File: src/rtl/cu_pkg.sv
// Shared opcode map, FSM state encoding and decode record for multicycle_control_unit.
package cu_pkg;

  localparam logic [2:0] OP_ADD  = 3'd0;
  localparam logic [2:0] OP_ADDI = 3'd4;
  localparam logic [2:0] OP_SW   = 3'd5;
  localparam logic [2:0] OP_LW   = 3'd6;
  localparam logic [2:0] OP_SLL  = 3'd7;

  typedef enum logic [2:0] {
    FETCH  = 3'd0,
    DECODE = 3'd1,
    EXEC   = 3'd2,
    MEM    = 3'd3,
    WB     = 3'd4
  } state_t;

  typedef struct packed {
    logic alu_src;
    logic reg_wsrc;
    logic ext_en;
    logic is_mem;
    logic is_store;
    logic legal;
  } dec_t;

  localparam dec_t DEC_NONE = '0;

  // Builds a decode record for a defined opcode.
  function automatic dec_t make_dec(input logic alu_src, input logic reg_wsrc,
                                    input logic ext_en, input logic is_mem,
                                    input logic is_store);
    dec_t d;
    d.alu_src  = alu_src;
    d.reg_wsrc = reg_wsrc;
    d.ext_en   = ext_en;
    d.is_mem   = is_mem;
    d.is_store = is_store;
    d.legal    = 1'b1;
    return d;
  endfunction

endpackage

File: src/rtl/cu_decode_rom.sv
// Combinational opcode-to-control decode table; upper opcode bits must be zero
// for a match, so any non-zero upper bit decodes as illegal.
module cu_decode_rom
  import cu_pkg::*;
#(
  parameter int OPCODE_W = 3
) (
  input  logic [OPCODE_W-1:0] opcode,
  output dec_t                dec
);

  localparam logic [OPCODE_W-1:0] ADD_C  = OPCODE_W'(OP_ADD);
  localparam logic [OPCODE_W-1:0] ADDI_C = OPCODE_W'(OP_ADDI);
  localparam logic [OPCODE_W-1:0] SW_C   = OPCODE_W'(OP_SW);
  localparam logic [OPCODE_W-1:0] LW_C   = OPCODE_W'(OP_LW);
  localparam logic [OPCODE_W-1:0] SLL_C  = OPCODE_W'(OP_SLL);

  // Decode table: alu_src, reg_wsrc, ext_en, is_mem, is_store.
  always_comb begin
    dec = DEC_NONE;
    case (opcode)
      ADD_C:   dec = make_dec(1'b1, 1'b0, 1'b0, 1'b0, 1'b0);
      ADDI_C:  dec = make_dec(1'b1, 1'b0, 1'b1, 1'b0, 1'b0);
      SW_C:    dec = make_dec(1'b0, 1'b1, 1'b1, 1'b1, 1'b1);
      LW_C:    dec = make_dec(1'b0, 1'b1, 1'b1, 1'b1, 1'b0);
      SLL_C:   dec = make_dec(1'b1, 1'b1, 1'b1, 1'b0, 1'b0);
      default: dec = DEC_NONE;
    endcase
  end

endmodule

File: src/rtl/multicycle_control_unit.sv
// Multi-cycle FETCH/DECODE/EXEC/MEM/WB control sequencer with registered outputs.
// Optional PERF_COUNT_EN macro adds saturating retire and memory-stall counters.
module multicycle_control_unit
  import cu_pkg::*;
#(
  parameter int OPCODE_W = 3,
  parameter int REG_AW   = 1,
  parameter int SHAMT_W  = 3
) (
  input  logic                clk,
  input  logic                rst_n,
  input  logic                instr_valid,
  input  logic [OPCODE_W-1:0] opcode,
  input  logic [REG_AW-1:0]   rs,
  input  logic [REG_AW-1:0]   rd,
  input  logic [SHAMT_W-1:0]  shamt,
  input  logic                dmem_ready,
  output logic                fetch_req,
  output logic                ir_load,
  output logic                pc_inc,
  output logic [REG_AW-1:0]   reg_read1,
  output logic [REG_AW-1:0]   reg_read2,
  output logic                reg_write_en,
  output logic [OPCODE_W-1:0] alu_op,
  output logic                alu_src,
  output logic                reg_dst,
  output logic                reg_wsrc,
  output logic                ext_en,
  output logic [SHAMT_W-1:0]  sign_ext,
  output logic                mem_read,
  output logic                mem_write,
  output logic                busy,
  output logic                illegal
`ifdef PERF_COUNT_EN
  ,
  output logic [31:0]         instr_count,
  output logic [31:0]         stall_count
`endif
);

  state_t              state_r, state_s;
  logic [OPCODE_W-1:0] opcode_r, op_s;
  logic [REG_AW-1:0]   rs_r, rs_s, rd_r, rd_s;
  logic [SHAMT_W-1:0]  shamt_r, shamt_s;
  dec_t                dec_r, dec_s, rom_dec_s;
  logic                accept_s;

  logic                fetch_req_s, ir_load_s, pc_inc_s, reg_write_en_s;
  logic [REG_AW-1:0]   reg_read1_s, reg_read2_s;
  logic [OPCODE_W-1:0] alu_op_s;
  logic                alu_src_s, reg_wsrc_s, ext_en_s;
  logic [SHAMT_W-1:0]  sign_ext_s;
  logic                mem_read_s, mem_write_s, busy_s, illegal_s;

  // Decode the incoming opcode so the record can be captured at acceptance.
  cu_decode_rom #(.OPCODE_W(OPCODE_W)) u_decode_rom (
    .opcode (opcode),
    .dec    (rom_dec_s)
  );

  // Next-state logic; instr_valid and dmem_ready only matter in FETCH and MEM.
  always_comb begin
    state_s  = state_r;
    accept_s = 1'b0;
    case (state_r)
      FETCH: begin
        if (instr_valid) begin
          accept_s = 1'b1;
          state_s  = DECODE;
        end else begin
          state_s  = FETCH;
        end
      end
      DECODE: begin
        if (dec_r.legal) state_s = EXEC;
        else             state_s = FETCH;
      end
      EXEC: begin
        if (dec_r.is_mem) state_s = MEM;
        else              state_s = WB;
      end
      MEM: begin
        if (!dmem_ready)         state_s = MEM;
        else if (dec_r.is_store) state_s = FETCH;
        else                     state_s = WB;
      end
      WB:      state_s = FETCH;
      default: state_s = FETCH;
    endcase
  end

  // Instruction fields as they will be held next cycle.
  always_comb begin
    if (accept_s) begin
      op_s    = opcode;
      rs_s    = rs;
      rd_s    = rd;
      shamt_s = shamt;
      dec_s   = rom_dec_s;
    end else begin
      op_s    = opcode_r;
      rs_s    = rs_r;
      rd_s    = rd_r;
      shamt_s = shamt_r;
      dec_s   = dec_r;
    end
  end

  // Output values computed from the next state so they line up with it once registered.
  always_comb begin
    fetch_req_s    = 1'b0;
    busy_s         = 1'b0;
    alu_op_s       = '0;
    reg_read1_s    = '0;
    reg_read2_s    = '0;
    sign_ext_s     = '0;
    alu_src_s      = 1'b0;
    reg_wsrc_s     = 1'b0;
    ext_en_s       = 1'b0;
    if (state_s == FETCH) begin
      fetch_req_s  = 1'b1;
    end else begin
      busy_s       = 1'b1;
      alu_op_s     = op_s;
      reg_read1_s  = rs_s;
      reg_read2_s  = rd_s;
      sign_ext_s   = shamt_s;
      alu_src_s    = dec_s.alu_src;
      reg_wsrc_s   = dec_s.reg_wsrc;
      ext_en_s     = dec_s.ext_en;
    end
    ir_load_s      = accept_s;
    pc_inc_s       = accept_s;
    illegal_s      = accept_s && !rom_dec_s.legal;
    reg_write_en_s = (state_s == WB);
    // A store never raises the read strobe, even though it is a memory op.
    mem_read_s     = (state_s == MEM) && dec_s.is_mem && !dec_s.is_store;
    mem_write_s    = (state_s == MEM) && dec_s.is_store;
  end

  // State, held instruction fields and every control output.
  always_ff @(posedge clk or negedge rst_n) begin
    if (!rst_n) begin
      state_r      <= FETCH;
      opcode_r     <= '0;
      rs_r         <= '0;
      rd_r         <= '0;
      shamt_r      <= '0;
      dec_r        <= DEC_NONE;
      fetch_req    <= 1'b0;
      ir_load      <= 1'b0;
      pc_inc       <= 1'b0;
      reg_read1    <= '0;
      reg_read2    <= '0;
      reg_write_en <= 1'b0;
      alu_op       <= '0;
      alu_src      <= 1'b0;
      reg_dst      <= 1'b0;
      reg_wsrc     <= 1'b0;
      ext_en       <= 1'b0;
      sign_ext     <= '0;
      mem_read     <= 1'b0;
      mem_write    <= 1'b0;
      busy         <= 1'b0;
      illegal      <= 1'b0;
    end else begin
      state_r      <= state_s;
      opcode_r     <= op_s;
      rs_r         <= rs_s;
      rd_r         <= rd_s;
      shamt_r      <= shamt_s;
      dec_r        <= dec_s;
      fetch_req    <= fetch_req_s;
      ir_load      <= ir_load_s;
      pc_inc       <= pc_inc_s;
      reg_read1    <= reg_read1_s;
      reg_read2    <= reg_read2_s;
      reg_write_en <= reg_write_en_s;
      alu_op       <= alu_op_s;
      alu_src      <= alu_src_s;
      reg_dst      <= 1'b0;
      reg_wsrc     <= reg_wsrc_s;
      ext_en       <= ext_en_s;
      sign_ext     <= sign_ext_s;
      mem_read     <= mem_read_s;
      mem_write    <= mem_write_s;
      busy         <= busy_s;
      illegal      <= illegal_s;
    end
  end

`ifdef PERF_COUNT_EN
  logic retire_s, stall_s;

  assign retire_s = (state_r == WB) || ((state_r == MEM) && dmem_ready && dec_r.is_store);
  assign stall_s  = (state_r == MEM) && !dmem_ready;

  // Saturating retire and memory-wait counters.
  always_ff @(posedge clk or negedge rst_n) begin
    if (!rst_n) begin
      instr_count <= 32'd0;
      stall_count <= 32'd0;
    end else begin
      if (retire_s && (instr_count != 32'hFFFF_FFFF)) instr_count <= instr_count + 32'd1;
      if (stall_s && (stall_count != 32'hFFFF_FFFF)) stall_count <= stall_count + 32'd1;
    end
  end
`endif

endmodule
File: config.mk
export PLATFORM = sky130hd
export DESIGN_NAME = multicycle_control_unit
export DESIGN_NICKNAME = d
export VERILOG_FILES = /design/src/rtl/cu_pkg.sv /design/src/rtl/cu_decode_rom.sv /design/src/rtl/multicycle_control_unit.sv
export SDC_FILE = /design/constraint.sdc
export NUM_CORES = 1
export LEC_CHECK = 0
export ABC_AREA = 1
export CORE_MARGIN = 10
export CORE_UTILIZATION = 48
export DETAILED_ROUTE_END_ITERATION = 16
export HOLD_SLACK_MARGIN = 0.08
export PLACE_DENSITY_LB_ADDON = 0.05
export RECOVER_POWER = 100
export SYNTH_ARGS = -nofsm -noshare
export SYNTH_HDL_FRONTEND = slang
export SYNTH_HIERARCHICAL = 1
export SYNTH_SLANG_ARGS = --single-unit
export TNS_END_PERCENT = 5
File: constraint.sdc
create_clock -name clk -period 1.77 [get_ports clk]
set_clock_uncertainty 0.05 [all_clocks]
set_input_delay 0.354 -clock clk [delete_from_list [all_inputs] [get_ports clk]]
set_output_delay 0.354 -clock clk [all_outputs]
set_load 0.02 [all_outputs]
==> results of run 1 <==
## sequential cells by signal, indices dropped and copies added, names as in the netlist, 3 cells and up
name and count:
opcode_r 3, dec_r 6, sign_ext 3, state_r 3
alu_op 3, shamt_r 3
## cell usage after synthesis
library cell / number
nand2_4: 1
nand2_1: 12
dfrtp_1: 35
or2_2: 4
buf_2: 1
inv_1: 22
nor3_2: 1
nand4_1: 2
o21ai_0: 4
o2bb2ai_2: 1
or2_1: 7
and2_1: 1
o21ai_1: 1
inv_4: 1
buf_8: 1
o21ai_2: 7
a21oi_1: 1
buf_4: 2
nand3_1: 5
clkbuf_1: 1
buf_6: 1
nor2_1: 16
o2bb2ai_1: 1
a21oi_2: 1
nor2_2: 3
conb_1: 1
## path summary, 6_finish.rpt
check,endpoint,depth (start not counted),startpoint
min reg2reg,reg_write_en,1,dec_r[2]
max in group asynchronous,state_r[2],2,rst_n
max,ir_load,1,pc_inc
min,reg_write_en,1,dec_r[2]
min in group asynchronous,sign_ext[2],2,rst_n
max reg2reg,reg_read1,5,state_r[1]
## per-layer routing
metal	up-vias	wire length [um]	global-route usage	part of all wire
li1	473	-	-	-
met1	457	1050	0.116	0.40
met2	22	1320	0.171	0.50
met3	4	237	0.0505	0.090
met4	0	19	0.0311	0.0073
met5	-	0	0	0
## cell type report
class                   instances  area share
clock buffers                   6      0.0236
clock inverters                 2     0.00716
multi-input cells              69       0.209
well taps                      31      0.0222
repair buffers                 35       0.186
inverters                      23      0.0509
flip-flops and latches         35       0.501
## power breakdown
| part | switching [uW] | internal, uW | total, uW |
|---|---|---|---|
| Sequential | 118 | 1150 | 1270 |
| Clock | 250 | 153 | 403 |
| Combinational | 809 | 574 | 1380 |
## logic make-up after synthesis
family | count (synthesis) | synth area share
AO/OA/AOI/OAI | 16 | 0.0885
buffers and inverters | 29 | 0.0992
flip-flops | 35 | 0.626
other | 1 | 0.00268
AND/OR/NAND/NOR | 52 | 0.184
## per-stage QoR
step           setup TNS [ns]  std cells  area (um2)  setup slack [ns]
5_1_grt                     0        201        1750            0.0175
2_1_floorplan               0        133        1400             0.534
6_report                    0        201        1750            0.0864
3_5_place_dp            -1.08        193        1730           -0.0978
4_1_cts                     0        201        1780            0.0722
3_3_place_gp           -0.602        193        1730           -0.0695
## layout by cell type, fill, tap and decap left out, types with 2 or more instances in the layout
cell type         n
dlygate4sd3_1     3
or2_0             2
o2bb2ai_1         2
or2_1             5
nor2_1           17
or2_2             4
clkbuf_1          4
nand3_1           5
nor2_2            2
dfrtp_1          35
o21ai_0           8
nand2_1          12
clkdlybuf4s50_1  27
inv_1            22
nand4_1           2
o21ai_2           4
clkbuf_4          5
==> impl_metrics.tcl, run 1 <==
set metrics [dict create \
    run_status "finished, final reports clean" \
    grt_max_degree 36 \
    ctsHoldBuffers 0 \
    die_width_um 74.0 \
    cts_setup_buffers 0 \
    wl_per_cell_um 13.0 \
    antenna_cells 0 \
    rsz0062_at_grt "no" \
    whs_ns 0.480 \
    num-fill-cells 267 \
    multiInputGateArea_um2 365 \
    grt_overflow_total 0 \
    crit_buf_inv 1 \
    grt_pass1_vias 1002 \
    seqCellArea_um2 876 \
    hold_violations 0 \
    yosys-top-cells-area "dfrtp_1 (63%), inv_1 (5.9%), o21ai_2 (4.4%)" \
    finalCritPeriodShare 0.951 \
    cp.arrival_ns 1.28 \
    irDropWorstVdd_mv 1.14 \
    hp-class "reg -> reg" \
    fin_total_pwr_uw 3050 \
    grt_antenna_before_repair 0 \
    hpwl_um 1970 \
    synth_seq_area_share 0.626 \
    max-slew-margin-rel 0.454 \
    drt-vias-per-instance 4.76 \
    grt_pass1_wl_um 4480 \
    setup_viol 0 \
    syn_to_final_growth_pct 24.8 \
    avgSynthCellArea_um2 10.5 \
    ys_ff_latch 35 \
    cts_resized 0 \
    core_area_um2 2780 \
    die_area_um2 5480 \
    clk_latency_ns 0.32 \
    top_level_ports 32 \
    power.leakage_uw 0.000844 \
    port-buffer-count 30 \
    synth_area_um2 1400 \
    worstSetupStartpointType "register" \
    h-tree-depth 2 \
    cts.path.max_buffers 2 \
    place_congestion 0.772 \
    layout.nets 181 \
    critPathTopFamily "buffers and inverters" \
    grt_usage 0.104 \
    cp_max_fo 2 \
    cp-end-kind "output port" \
    num_rows 19 \
    drt_pass1_iterations 4 \
    worstMarginPinSlew_ns 0.819 \
    drt_iter0_markers 62 \
    min_period_ns 1.68 \
    slew_violations 0 \
    fmax_mhz 594 \
    vias 956 \
    slowest_stage "clkdlybuf4s50_1" \
    syn-num-nets 145 \
    ys_warn_count 6 \
    crit_type "reg -> out" \
    crit_chain "clkdlybuf4s50_1" \
    drive_gt1_frac 0.135 \
    synthDistinctLibCells 26 \
    yosysTopAreaCellShare 0.626 \
    netlist_instances 133 \
    synth_top_cell_by_area "dfrtp_1" \
    start_util 0.503 \
    drt_wl_total_um 2620 \
    powerDensity_nw_per_um2 1750 \
    root_buffer "clkbuf_4" \
    drcViolationCount 0 \
    required_ns 1.37 \
    drt.antenna.violating_nets 0 \
    clkSinkCount 35 \
    max_stage_delay_ns 0.60 \
    cts_tree "built" \
    r2r_slack_ns 0.28 \
    fp.dieH_um 74.0 \
    cts.clk_slew.worst_paths_ns 0.11 \
    maxCapViolCount 0 \
    fin_util 0.628 \
    cts_made_buffers 5 \
]
No activity file was read; power rests on OpenSTA's default activity.
==> inputs of run 2 (changes only) <==
--- a/config.mk
+++ b/config.mk
@@ -6,7 +6,6 @@
 export NUM_CORES = 1
 export LEC_CHECK = 0
 export ABC_AREA = 1
-export CORE_MARGIN = 10
 export CORE_UTILIZATION = 48
 export DETAILED_ROUTE_END_ITERATION = 16
 export HOLD_SLACK_MARGIN = 0.08
==> run 2 against run 1 <==
Effect of this change: first-iteration DRC count shrank 73%; worst setup slack worse by 0.024 ns; global-route usage up 9.1 points; core utilization barely moved; critical endpoint is now busy; highest routed layer unchanged.
==> impl_metrics.tcl, run 2 (synthesis gave the netlist of run 1 again) <==
set metrics [dict create \
    die_width_um 56.0 \
    grt_pass1_vias 1018 \
    crit_type "reg -> out" \
    run_status "finished, final reports clean" \
    grt_pass1_wl_um 4460 \
    crit_chain "clkdlybuf4s50_1" \
    met1_length_um 1100 \
    p_int_uw 1890 \
    num_rows 19 \
    critPathTopFamily "buffers and inverters" \
    cts.clk_slew.worst_paths_ns 0.10 \
    drt.antenna.violating_nets 0 \
    syn_to_final_growth_pct 23.7 \
    comb_power_share 0.445 \
    rsz0062_at_grt "no" \
    cp.arrival_ns 1.30 \
    crit_buf_inv 1 \
    place_congestion 0.815 \
    routed-wl-met2_um 1230 \
    grt_usage 0.195 \
    drt-vias-per-instance 4.90 \
    p_sw_uw 1160 \
    cts.path.max_buffers 2 \
    highest_layer "met4" \
    final_cell_mix "dfrtp_1 (35), clkdlybuf4s50_1 (27), inv_1 (22)" \
    die_area_um2 3140 \
    drive_gt1_frac 0.107 \
    wl_per_cell_um 12.8 \
    drt_pass1_iterations 2 \
    drt_iter0_markers 17 \
    min_period_ns 1.71 \
    finalCritPeriodShare 0.965 \
    grt_antenna_before_repair 0 \
    cp_max_fo 1 \
    layout.nets 181 \
    grt_max_degree 21 \
    slew_violations 0 \
    clkSinkCount 35 \
    hpwl_um 1860 \
    hp-class "reg -> reg" \
    core_area_um2 2760 \
    slowest_stage "clkdlybuf4s50_1" \
    cts_made_buffers 5 \
    h-tree-depth 2 \
    fmax_mhz 586 \
    p_seq_frac 0.414 \
    antenna_cells 0 \
    largest-register "dec_r" \
    cts_setup_buffers 0 \
    hold_violations 0 \
    fin_util 0.628 \
    powerDensity_nw_per_um2 1760 \
    maxCapViolCount 0 \
    setup_viol 0 \
    fp.dieH_um 56.0 \
    power.leakage_uw 0.000844 \
    num-fill-cells 243 \
    required_ns 1.37 \
    layout_commonest_cell "dfrtp_1" \
    clk_latency_ns 0.34 \
    irDropWorstVdd_mv 1.33 \
    worstMarginPinSlew_ns 0.816 \
    netSwitchingFraction 0.380 \
    drcViolationCount 0 \
    dp_cells 192 \
    largest_reg_flops 6 \
    route.met3.wl_um 126 \
    worstSetupStartpointType "register" \
    max-slew-margin-rel 0.456 \
    start_util 0.508 \
    port-buffer-count 30 \
    max_stage_delay_ns 0.61 \
    stdcell_count 200 \
    root_buffer "clkbuf_4" \
    vias 979 \
    top_level_ports 32 \
    p_clk_frac 0.141 \
    drt_wl_total_um 2560 \
    cp-end-kind "output port" \
    grt_overflow_total 0 \
    cts_tree "built" \
]
run 2: layer usage:
layer / vias to the layer above / GRT usage
li1: 472 / -
met1: 471 / 0.227
met2: 25 / 0.298
met3: 11 / 0.0628
met4: 0 / 0.150
met5: - / 0
run 2: final timing paths:
| check | to | cells after the start | slack, ns | from |
|---|---|---|---|---|
| max | busy | 1 | 0.06 | busy |
| min | dec_r[0] | 2 | 0.47 | dec_r[0] |
| max reg2reg | reg_read2 | 5 | 0.28 | state_r[0] |
| min reg2reg | dec_r[0] | 2 | 0.47 | dec_r[0] |
| max in group asynchronous | dec_r[2] | 3 | 0.26 | rst_n |
| min in group asynchronous | dec_r[3] | 2 | 0.57 | rst_n |
run 2: what timing repair did:
action | 4_1_cts | 5_1_grt
gates resized for setup | 0 | 0
hold endpoints to repair | 15 | 0
hold buffers | 1 | 0
run 2: area by class of cell:
class,count,area [um2],share of cell area
Sequential cell,35,876,0.506
Multi-Input combinational cell,69,349,0.202
Timing Repair Buffer,35,323,0.186
Inverter,23,88.8,0.0513
Clock buffer,6,51.3,0.0296
Tap cell,31,38.8,0.0224
Clock inverter,1,5.00,0.00289
run 2: power groups by stage:
stage	clock network [uW]	registers (uW)	logic, uW
6_report	431	1270	1360
3_3_place_gp	0	1280	1430
2_1_floorplan	0	1470	771
4_1_cts	450	1270	1480
3_5_place_dp	0	1290	1470
5_1_grt	480	1310	1510
run 2: stage by stage:
step                power [uW]  area, um2  setup slack, ns  setup TNS (ns)  hold slack [ns]
CTS                       3200       1790           0.0470               0            0.414
global route              3290       1730           0.0166               0            0.513
finish                    3060       1730           0.0628               0            0.466
floorplan                 2250       1400            0.534               0          0.00841
global placement          2710       1730          -0.0507          -0.454            0.242
detailed placement        2760       1730          -0.0796          -0.922            0.243
==> inputs of run 3 (changes only) <==
--- a/config.mk
+++ b/config.mk
@@ -6,6 +6,7 @@
 export NUM_CORES = 1
 export LEC_CHECK = 0
 export ABC_AREA = 1
+export CORE_MARGIN = 5
 export CORE_UTILIZATION = 48
 export DETAILED_ROUTE_END_ITERATION = 16
 export HOLD_SLACK_MARGIN = 0.08
==> run 3 against run 2 <==
Effect of this change: critical path depth is the same; first-iteration DRC count grew 47%; critical endpoint is now pc_inc; wire length shrank 2.3%; cell area shrank 0.14%; clock-buffer cell count is the same; largest cell class unchanged; final cell count shrank 0.50%; global-route usage shrank 5.5 points; worst hold slack gained 0.011 ns.
==> impl_metrics.tcl, run 3 (synthesis gave the netlist of run 1 again) <==
set metrics [dict create \
    run_status "finished, final reports clean" \
    die_area_um2 4100 \
    final_cell_mix "dfrtp_1 (35), clkdlybuf4s50_1 (29), inv_1 (22)" \
    r2r_slack_ns 0.29 \
    worstSetupStartpointType "register" \
    wl_per_cell_um 12.6 \
    rr_worst_depth 6 \
    finalCritPeriodShare 0.950 \
    die_width_um 64.0 \
    core_area_um2 2780 \
    maxCapViolCount 0 \
    slowest_stage "clkdlybuf4s50_1" \
    hold_end "reg_write_en" \
    drcViolationCount 0 \
    hold_depth 1 \
    fin_util 0.622 \
    place_congestion 0.783 \
    timing.rr.start "state_r[1]" \
    drive_gt1_frac 0.113 \
    port-buffer-count 30 \
    stdcell_count 199 \
    num_rows 19 \
    max-slew-margin-rel 0.454 \
    hold_violations 0 \
    ctsHoldBuffers 0 \
    grt_pass1_wl_um 4450 \
    min_period_ns 1.68 \
    cts.path.max_buffers 2 \
    drt.antenna.violating_nets 0 \
    vias 949 \
    drt-vias-per-instance 4.77 \
    h-tree-depth 2 \
    cp_max_fo 2 \
    num-fill-cells 246 \
    drt_pass1_iterations 6 \
    largest-register "dec_r" \
    largest_reg_flops 6 \
    clk_latency_ns 0.32 \
    cp-end-kind "output port" \
    cts_setup_buffers 0 \
    start_util 0.503 \
    irDropWorstVdd_mv 1.35 \
    cts.clk_slew.worst_paths_ns 0.10 \
    cts_tree "built" \
    cts_resized 0 \
    cts_made_buffers 5 \
    power.leakage_uw 0.000843 \
    hpwl_um 1810 \
    layout_commonest_cell "dfrtp_1" \
    grt_overflow_total 0 \
    crit_buf_inv 1 \
    layout.nets 180 \
    grt_antenna_before_repair 0 \
    top_level_ports 32 \
    slew_violations 0 \
    fp.dieH_um 64.0 \
    syn_to_final_growth_pct 23.5 \
    crit_chain "clkdlybuf4s50_1" \
    drt_wl_total_um 2500 \
    grt_max_degree 36 \
    timing.rr.end "sign_ext[2]" \
    dp_cells 192 \
    hold_start "dec_r[2]" \
    max_stage_delay_ns 0.60 \
    setup_viol 0 \
    drt_iter0_markers 25 \
    rsz0062_at_grt "no" \
    hp-class "reg -> reg" \
    antenna_cells 0 \
    powerDensity_nw_per_um2 1770 \
    grt_usage 0.141 \
    fmax_mhz 594 \
    critPathTopFamily "buffers and inverters" \
    clkSinkCount 35 \
    crit_type "reg -> out" \
    required_ns 1.37 \
    root_buffer "clkbuf_4" \
    cp.arrival_ns 1.28 \
    worstMarginPinSlew_ns 0.819 \
    grt_pass1_vias 992 \
]
## run 3: changes by cell type in the layout (fill, tap and decap cells not counted), sizes merged
cell / delta
dlygate4sd3: -2
clkdlybuf4s50: +2
clkbuf: -1
## run 3: area by class of cell
class,count,area (um2),area share
Sequential cell,35,876,0.507
Multi-Input combinational cell,69,353,0.204
Timing Repair Buffer,34,317,0.183
Inverter,23,88.8,0.0514
Clock buffer,6,51.3,0.0297
Tap cell,31,38.8,0.0224
Clock inverter,1,5.00,0.00289
## run 3: where the power goes
part	switching, uW	internal [uW]
clock	247	184
combinational	785	566
sequential	122	1150
## run 3: worst max-delay path by stage
stage / end / slack, ns / start / cells after the start
3_5_place_dp: reg_read1 / -0.09 / instr_valid / 7
5_1_grt: illegal / 0.03 / illegal / 1
6_report: pc_inc / 0.09 / pc_inc / 1
3_3_place_gp: reg_read1 / -0.07 / instr_valid / 7
2_1_floorplan: alu_src / 0.53 / state_r[0] / 5
4_1_cts: alu_op[0] / 0.06 / alu_op[0] / 1
## run 3: through the flow
step | hold WS (ns) | TNS [ns] | setup WS, ns | instance area (um2) | power (uW)
after floorplan | 0.00841 | 0 | 0.534 | 1400 | 2250
after global placement | 0.453 | -0.660 | -0.0711 | 1720 | 2710
after CTS | 0.383 | 0 | 0.0630 | 1780 | 3190
after detailed placement | 0.479 | -0.950 | -0.0867 | 1720 | 2760
after global routing | 0.520 | 0 | 0.0255 | 1730 | 3320
final | 0.478 | 0 | 0.0878 | 1730 | 3050
## run 3: per-layer routing
metal,share of wire,vias to the layer above,track usage
met5,0,-,0
met4,0.017,0,0.0623
met3,0.066,8,0.0420
met2,0.50,34,0.234
met1,0.42,439,0.167
li1,-,468,-
